===== src/rtl/fetch_unit.sv =====
// Instruction fetch front end: PC generation, credit-limited imem requests,
// response buffering with redirect flush, and in-order delivery to decode.

// Generic circular FIFO with synchronous flush.
// Latency: a pushed entry is visible at the head the cycle after the push.
// Backpressure: none inside; the caller must never push while full.
module sync_fifo #(
  parameter int WIDTH = 64,
  parameter int DEPTH = 2
) (
  input  logic                         clk,
  input  logic                         rst_n,
  input  logic                         flush,
  input  logic                         push_vld,
  input  logic [WIDTH-1:0]             push_dat,
  output logic                         pop_vld,
  input  logic                         pop_rdy,
  output logic [WIDTH-1:0]             pop_dat,
  output logic [$clog2(DEPTH+1)-1:0]   count
);
  localparam int AW = (DEPTH > 1) ? $clog2(DEPTH) : 1;
  localparam int CW = $clog2(DEPTH + 1);

  logic [WIDTH-1:0] mem [DEPTH];
  logic [AW-1:0]    wr_ptr;
  logic [AW-1:0]    rd_ptr;
  logic [CW-1:0]    cnt;
  logic             do_pop;

  assign pop_vld = (cnt != '0);
  assign pop_dat = mem[rd_ptr];
  assign do_pop  = pop_vld && pop_rdy;
  assign count   = cnt;

  // Pointers wrap naturally because DEPTH is a power of two.
  always_ff @(posedge clk or negedge rst_n) begin
    if (!rst_n) begin
      wr_ptr <= '0;
      rd_ptr <= '0;
      cnt    <= '0;
    end else if (flush) begin
      wr_ptr <= '0;
      rd_ptr <= '0;
      cnt    <= '0;
    end else begin
      if (push_vld) wr_ptr <= wr_ptr + AW'(1);
      if (do_pop)   rd_ptr <= rd_ptr + AW'(1);
      cnt <= cnt + CW'(push_vld) - CW'(do_pop);
    end
  end

  always_ff @(posedge clk) begin
    if (push_vld && !flush) mem[wr_ptr] <= push_dat;
  end
endmodule

// Fetch unit: issues word fetches from pc and streams {instr, pc} to decode.
// Latency: an accepted imem response appears on instr the following cycle.
// Backpressure: instr_ready stalls the FIFO; requests stop once inflight+buffered hits DEPTH.
module fetch_unit #(
  parameter logic [31:0] RESET_PC = 32'h0000_0000,
  parameter int          DEPTH    = 2
) (
  input  logic        clk,
  input  logic        rst_n,
  output logic        imem_req_valid,
  input  logic        imem_req_ready,
  output logic [31:0] imem_req_addr,
  input  logic        imem_rsp_valid,
  input  logic [31:0] imem_rsp_data,
  output logic        instr_valid,
  input  logic        instr_ready,
  output logic [31:0] instr,
  output logic [31:0] instr_pc,
  input  logic        redirect_valid,
  input  logic [31:0] redirect_pc
);
  localparam int          CW  = $clog2(DEPTH + 1);
  localparam logic [31:0] NOP = 32'h0000_0013;

  localparam logic [0:0] ST_RESET = 1'b0;
  localparam logic [0:0] ST_FETCH = 1'b1;

  typedef struct packed {
    logic [31:0] dat;
    logic [31:0] pc;
  } ifq_ent_t;

  logic [0:0]  state;
  logic [31:0] pc;
  logic [31:0] rsp_pc;
  logic [CW-1:0] inflight;
  logic [CW-1:0] drop_cnt;
  logic [CW-1:0] fifo_cnt;

  logic [CW:0]   credit_used;
  logic          req_fire;
  logic          rsp_drop;
  logic          rsp_push;
  logic [CW-1:0] inflight_nxt;
  logic [CW-1:0] drop_after;
  logic [31:0]   redirect_tgt;

  ifq_ent_t push_ent;
  ifq_ent_t head_ent;
  logic     head_vld;

  assign credit_used    = {1'b0, inflight} + {1'b0, fifo_cnt};
  assign imem_req_valid = (state == ST_FETCH) && (credit_used < (CW+1)'(DEPTH)) && !redirect_valid;
  assign imem_req_addr  = pc;
  assign req_fire       = imem_req_valid && imem_req_ready;

  // Words still owed to a pre-redirect fetch stream are swallowed here.
  assign rsp_drop     = imem_rsp_valid && (drop_cnt != '0);
  assign rsp_push     = imem_rsp_valid && (drop_cnt == '0) && !redirect_valid;
  assign inflight_nxt = inflight + CW'(req_fire) - CW'(imem_rsp_valid);
  assign drop_after   = drop_cnt - CW'(rsp_drop);
  assign redirect_tgt = redirect_pc & ~32'h0000_0003;

  always_ff @(posedge clk or negedge rst_n) begin
    if (!rst_n) begin
      state    <= ST_RESET;
      pc       <= RESET_PC;
      rsp_pc   <= RESET_PC;
      inflight <= '0;
      drop_cnt <= '0;
    end else begin
      state    <= ST_FETCH;
      inflight <= inflight_nxt;
      if (redirect_valid) begin
        pc       <= redirect_tgt;
        rsp_pc   <= redirect_tgt;
        drop_cnt <= drop_after + inflight - CW'(imem_rsp_valid);
      end else begin
        if (req_fire) pc     <= pc + 32'd4;
        if (rsp_push) rsp_pc <= rsp_pc + 32'd4;
        drop_cnt <= drop_after;
      end
    end
  end

  assign push_ent.dat = imem_rsp_data;
  assign push_ent.pc  = rsp_pc;

  sync_fifo #(
    .WIDTH ($bits(ifq_ent_t)),
    .DEPTH (DEPTH)
  ) u_ifq (
    .clk      (clk),
    .rst_n    (rst_n),
    .flush    (redirect_valid),
    .push_vld (rsp_push),
    .push_dat (push_ent),
    .pop_vld  (head_vld),
    .pop_rdy  (instr_ready),
    .pop_dat  (head_ent),
    .count    (fifo_cnt)
  );

  assign instr_valid = head_vld;
  assign instr       = head_vld ? head_ent.dat : NOP;
  assign instr_pc    = head_vld ? head_ent.pc  : 32'h0000_0000;
endmodule


===== config.mk =====
export PLATFORM = sky130hd
export DESIGN_NAME = fetch_unit
export DESIGN_NICKNAME = d
export VERILOG_FILES = /design/src/rtl/fetch_unit.sv
export SDC_FILE = /design/constraint.sdc
export NUM_CORES = 1
export LEC_CHECK = 0
export CORE_ASPECT_RATIO = 1.5
export CORE_UTILIZATION = 23
export CTS_CLUSTER_DIAMETER = 60
export DETAILED_ROUTE_END_ITERATION = 7
export SLEW_MARGIN = 30
export SYNTH_ARGS = -nofsm -noshare
export SYNTH_HDL_FRONTEND = slang
export SYNTH_HIERARCHICAL = 1
export SYNTH_SLANG_ARGS = --single-unit

===== constraint.sdc =====
create_clock -name clk -period 20.4 [get_ports clk]
set_clock_uncertainty 0.15 [all_clocks]
set_input_delay 4.08 -clock clk [delete_from_list [all_inputs] [get_ports clk]]
set_output_delay 4.08 -clock clk [all_outputs]
set_load 0.005 [all_outputs]

==> summary.md, run 1 <==
| Metric | Value |
|---|---|
| Reg area | `5570 sq um` |
| Reg-to-Reg End | `inflight[1]` |
| Fillers | `3910` |
| Worst min path class | `reg -> reg` |
| Largest net degree at the start of global routing | `70` |
| Syn. warnings | `6` |
| Max-Cap Viols | `0` |
| Hold Vio Cnt, Final | `0` |
| WL final | `23.4 mm` |
| CP Max Fanout | `64` |
| Status | `completed` |
| Area of the multi-input gates | `3250 sq um` |
| Worst Setup Start Kind | `primary input` |
| Post-layout instance count excluding filler cells | `1365` |
| Gr usage total | `0.120` |
| Top Ports | `168` |
| Critical path, cell by cell | `buf_2 -> buf_4 -> nor4b_2 -> clkdlybuf4s50_1` |
| CP Depth | `4` |
| Sequential-to-total area share from yosys stat | `0.616` |
| Area grow syn2layout | `29.9%` |
| CP Data Arrival Time | `5.75 ns` |
| Top_reg_cell synth | `edfxtp_1` |
| Cell depth of the worst flop-to-flop path | `10` |
| Fin crit period | `9.98 ns` |
| Total Nets Final | `937` |
| CTS buffer count | `17` |
| # rows | `88` |
| Yosys top cell area share | `0.425` |
| CTS resizes | `0` |
| IO Port Bufs | `163` |
| Worst r2r src | `inflight[0]` |
| Grt ovf | `0` |
| Pwr dens | `104 nW/um^2` |
| Yosys top cell by area | `edfxtp_1` |
| Routed Antenna Nets | `0` |
| Number of synthesized flops with an enable pin | `128` |
| Crit Path Class | `in -> out` |
| Die height | `245 microns` |
| CTS tree | `built` |
| Fraction of layout cells with a size suffix above 1 | `0.146` |
| Die width | `164 microns` |
| Reg2reg setup slack | `16.39 ns` |
| WP buf/inv | `3` |
| Register bit total from synthesis | `197` |
| Worst path slowest cell | `nor4b_2` |
| CTS sink cnt | `197` |
| Per-cell routed wire length | `17.1 microns` |
| Most frequent cells in the layout | `clkdlybuf4s50_1 (161), edfxtp_1 (128), mux2_2 (71)` |
| Average size of a mapped cell | `13.0 sq um` |
| Synth area leaders | `edfxtp_1 (43%), dfrtp_1 (19%), mux2_2 (8.8%)` |
| Crit end category | `primary output` |
| # setup viols final | `0` |
| Max H-tree Level | `4` |
| Die Footprint | `40100 sq um` |
| DR pass1 iterations | `4` |
| Max_slew headroom | `0.365` |
| CTS root buffer | `clkbuf_16` |
| Synth cell types | `55` |
| FMAX | `0.100 GHz` |
| Final Util | `0.304` |
| Setup crit end | `imem_req_valid` |
| Commonest non-fill, non-tap cell in the layout | `clkdlybuf4s50_1` |
| Max Slew Vio Count | `0` |
| Clock Latency Late Sink | `0.46 ns` |
| Setup bufs post-CTS | `0` |
| Vias/cell | `4.54` |
| Cells after DPL | `1332` |
| CTS clk-pin slew, worst paths | `0.07 ns` |
| First-pass GRT wire length | `35.9 mm` |
| Delay-heaviest family, CP | `buffers and inverters` |
| Design area | `11700 sq um` |
| Maximum vdd ir drop | `0.0488 mV` |
| Leakage | `4.02 nW` |
| Dpl hpwl | `16.1 mm` |
| Vias post-DR | `6201` |
| Slew @ Worst Pin | `0.946 ns` |
| Remaining DRCs | `0` |
| DR iter-0 viols | `286` |
| Max clock buf depth | `2` |
| Async S/R FF share, synth | `0.350` |
| Cts hold-fix bufs | `0` |
| Vias in the first global route | `6345` |
| RSZ-0062 raised after global routing | `no` |
| Final Cycle Share | `0.489` |
| CP Launch Point | `redirect_valid` |
| Post-Place Cell Area | `11100 sq um` |
| Post-Synthesis Cells | `696` |
| Setup TNS | `0 ns` |
| Netlist Area Pre-Place | `9040 sq um` |
| Core area | `38600 sq um` |
| Critical path data required time | `16.17 ns` |
| Initial antenna violation count | `1` |
| Initial core utilization | `0.234` |
| Placer Congestion | `0.784` |
| Critical Path Max Stage Delay | `0.62 ns` |
## cell usage after synthesis, types with 4 or more instances
cell        n
buf_6       7
clkbuf_1   18
nor2_1     24
xor2_1     12
inv_1      10
nand4_1    23
edfxtp_1  128
dfrtp_1    69
nor4_1      5
o21ai_0    36
a21oi_1     5
nand3_1    30
o211ai_1   15
nand2_1    55
nor3_1      4
and2_1     63
mux2_2     71
nand2b_1    4
o311ai_0    9
and3_1      9
a31oi_1     7
xnor2_1    24
ha_1        9
or4_1       4
a41oi_1     4
## area by class of cell
type	instances	area share
antenna	1	0.000213
clock buffer	18	0.0374
clock inverter	13	0.00980
inverter	11	0.00352
multi-input combinational	460	0.277
sequential	197	0.475
tap	495	0.0527
timing repair buffer	170	0.145
## routing by layer
layer	part of all wire	global-route usage
met5	0	0
met4	0.028	0.0577
met3	0.042	0.0242
met2	0.52	0.210
met1	0.41	0.138
## metrics by stage
| stage | worst slack, ns | hold slack (ns) | power (mW) |
|---|---|---|---|
| global route | 10.30 | 0.393 | 1.29 |
| detailed placement | 10.40 | 0.352 | 0.913 |
| global placement | 10.40 | 0.342 | 0.909 |
| CTS | 10.39 | 0.369 | 1.25 |
| floorplan | 10.19 | 0.313 | 0.699 |
| finish | 10.42 | 0.366 | 1.22 |
## flip-flops by register name (all words and copies together), names as in the netlist
register and cells:
drop_cnt 2, imem_req_addr 30, inflight 2, rsp_pc 30
state 1, u_ifq/count 2, u_ifq/mem 128, u_ifq/rd_ptr 1
u_ifq/wr_ptr 1
## worst register-to-register path: stages, from the launching register on
cell and delay, ns:
dfrtp_1 0.41, and2_1 0.18, fa_1 0.45, nor4b_2 0.53
and2_1 0.67, inv_1 0.57, ha_1 0.45, inv_1 0.04
ha_1 0.17, xnor2_1 0.17, xnor2_1 0.14
## worst min-delay path by stage
| stage | start | end | cells past startpoint |
|---|---|---|---|
| floorplan | rsp_pc[31] | u_ifq/mem[0][31] | 0 |
| CTS | rsp_pc[31] | u_ifq/mem[0][31] | 0 |
| global route | rsp_pc[31] | u_ifq/mem[0][31] | 0 |
| global placement | rsp_pc[31] | u_ifq/mem[0][31] | 0 |
| finish | rsp_pc[31] | u_ifq/mem[0][31] | 0 |
| detailed placement | rsp_pc[31] | u_ifq/mem[0][31] | 0 |
## cells by family after synthesis
group | share of synthesized area
other | 0.000831
AOI/OAI and AO/OA | 0.0615
DFF | 0.616
and+or+nand+nor | 0.153
muxes | 0.0896
adders and majority gates | 0.0147
xor gates and xnor gates | 0.0374
buffers and inverters | 0.0269
## power by group
group	switching, mW	internal [mW]
sequential	0.0348	0.458
clock	0.163	0.163
combinational	0.170	0.231
(Power assumes the default switching activity.)
==> inputs of run 2 (changes only) <==
==> constraint.sdc (replaced) <==
create_clock -name clk -period 9.35 [get_ports clk]
set_clock_uncertainty 0.15 [all_clocks]
set_input_delay 1.87 -clock clk [delete_from_list [all_inputs] [get_ports clk]]
set_output_delay 1.87 -clock clk [all_outputs]
set_load 0.005 [all_outputs]
==> run 2 against run 1 <==
Power is 120% higher. Final area increased by 0.36%. Die area stayed put. Non-clock buffer count unchanged. Utilization is 0.11 points higher. First-iteration DRC count is 11% higher. Sequential share of layout area down 0.17 points. Clock power is 130% higher. Highest routed layer unchanged.
==> summary.md, run 2 (synthesis gave the netlist of run 1 again) <==
| Metric | Value |
|---|---|
| Metal-1 WL | `9.80 mm` |
| Die height | `245 microns` |
| Initial core utilization | `0.234` |
| CTS tree | `built` |
| Remaining DRCs | `0` |
| DR iter-0 viols | `317` |
| Fraction of layout cells with a size suffix above 1 | `0.145` |
| Slew @ Worst Pin | `0.925 ns` |
| Leakage | `4.03 nW` |
| Worst min path class | `reg -> reg` |
| Cts hold-fix bufs | `0` |
| Max-Cap Viols | `0` |
| # setup viols final | `0` |
| # rows | `88` |
| Vias/cell | `4.49` |
| Power Total | `2.71 mW` |
| Largest net degree at the start of global routing | `70` |
| IO Port Bufs | `163` |
| Setup TNS | `0 ns` |
| Biggest register | `u_ifq/mem` |
| Max H-tree Level | `4` |
| Clock Latency Late Sink | `0.45 ns` |
| DR pass1 iterations | `4` |
| Gr usage total | `0.119` |
| Routed Antenna Nets | `0` |
| Crit Path Class | `in -> out` |
| Max FFs per register | `128` |
| CP Max Fanout | `64` |
| Hold Vio Cnt, Final | `0` |
| Vias in the first global route | `6225` |
| CP Launch Point | `redirect_valid` |
| Grt ovf | `0` |
| Area grow syn2layout | `30.4%` |
| Critical Path Max Stage Delay | `0.66 ns` |
| Reg2reg setup slack | `5.30 ns` |
| CTS resizes | `0` |
| Met3 routed WL | `895 microns` |
| Crit end category | `primary output` |
| Hold-critical path depth | `0` |
| First-pass GRT wire length | `35.9 mm` |
| Cell depth of the worst flop-to-flop path | `10` |
| Pwr dens | `230 nW/um^2` |
| Most frequent cells in the layout | `clkdlybuf4s50_1 (161), edfxtp_1 (128), mux2_2 (71)` |
| Top Ports | `168` |
| Die width | `164 microns` |
| Die Footprint | `40100 sq um` |
| CTS clk-pin slew, worst paths | `0.07 ns` |
| Hold Path Sink | `u_ifq/mem[1][31]` |
| CTS buffer count | `17` |
| Setup bufs post-CTS | `0` |
| Per-cell routed wire length | `17.0 microns` |
| Worst r2r src | `inflight[0]` |
| Fillers | `3905` |
| Design area | `11800 sq um` |
| Worst path slowest cell | `nor4b_2` |
| Core area | `38600 sq um` |
| Placer Congestion | `0.778` |
| Hold Path Origin | `rsp_pc[31]` |
| Final setup margin | `3.74 ns` |
| CTS sink cnt | `197` |
| Worst Setup Start Kind | `primary input` |
| WL final | `23.2 mm` |
| Total Nets Final | `937` |
| Critical path data required time | `7.33 ns` |
| CP Data Arrival Time | `3.59 ns` |
| DP Worst Slack | `3.77 ns` |
| Final Cycle Share | `0.600` |
| RSZ-0062 raised after global routing | `no` |
| Top Metal Used | `met4` |
| Critical path, cell by cell | `buf_2 -> buf_4 -> nor4b_2 -> clkdlybuf4s50_1` |
| Dpl hpwl | `15.8 mm` |
| Commonest non-fill, non-tap cell in the layout | `clkdlybuf4s50_1` |
| Fin crit period | `5.61 ns` |
| Max Slew Vio Count | `0` |
| FMAX | `0.178 GHz` |
| CTS root buffer | `clkbuf_16` |
| Post-Place Cell Area | `11100 sq um` |
| Initial antenna violation count | `1` |
| Max clock buf depth | `2` |
| Vias post-DR | `6140` |
| Reg-to-Reg End | `inflight[1]` |
| Status | `completed` |
| Maximum vdd ir drop | `0.146 mV` |
| WL met2 | `12.2 mm` |
| Max_slew headroom | `0.379` |
## run 2: cell types whose count changed in the layout (fill, tap and decap cells not counted)
cell	change
bufinv_16	+2
clkbuf_1	+2
clkbuf_8	-1
clkinv_2	-1
clkinv_4	-2
clkinvlp_4	+2
inv_4	-1
inv_6	-1
inv_8	+1
## run 2: final cells by class
class / count / area [sq um] / area share
clock inverters: 13 / 164 / 0.0139
repair buffers: 170 / 1700 / 0.144
multi-input cells: 460 / 3250 / 0.276
inverters: 11 / 41.3 / 0.00350
flip-flops and latches: 197 / 5570 / 0.473
diodes: 1 / 2.50 / 0.000212
well taps: 495 / 619 / 0.0526
clock buffers: 19 / 433 / 0.0367
## run 2: worst max-delay path by stage
stage | end | slack (ns) | cells after the start
2_1_floorplan | u_ifq/mem[0][0] | 1.35 | 4
3_3_place_gp | imem_req_valid | 3.76 | 4
3_5_place_dp | imem_req_valid | 3.77 | 4
4_1_cts | imem_req_valid | 3.75 | 4
5_1_grt | imem_req_valid | 3.66 | 4
6_report | imem_req_valid | 3.74 | 4
## run 2: critical path, delay by kind of cell
family / cells / cell delay, ns
buffers and inverters: 3 / 1.02
AND/OR/NAND/NOR: 1 / 0.66
## run 2: layer usage
layer	GRT usage	vias up
met3	0.0225	24
met5	0	-
met1	0.141	3066
met2	0.210	157
li1	-	2893
met4	0.0493	0
## run 2: stage by stage
step,instances,utilization,hold WS [ns]
4_1_cts,1364,0.304,0.367
3_3_place_gp,1332,0.288,0.343
3_5_place_dp,1332,0.288,0.352
6_report,1366,0.305,0.370
5_1_grt,1366,0.305,0.382
2_1_floorplan,701,-,0.313
## run 2: report_power, final
group	switching [mW]	internal (mW)
clock	0.355	0.404
sequential	0.0765	0.999
combinational	0.369	0.504
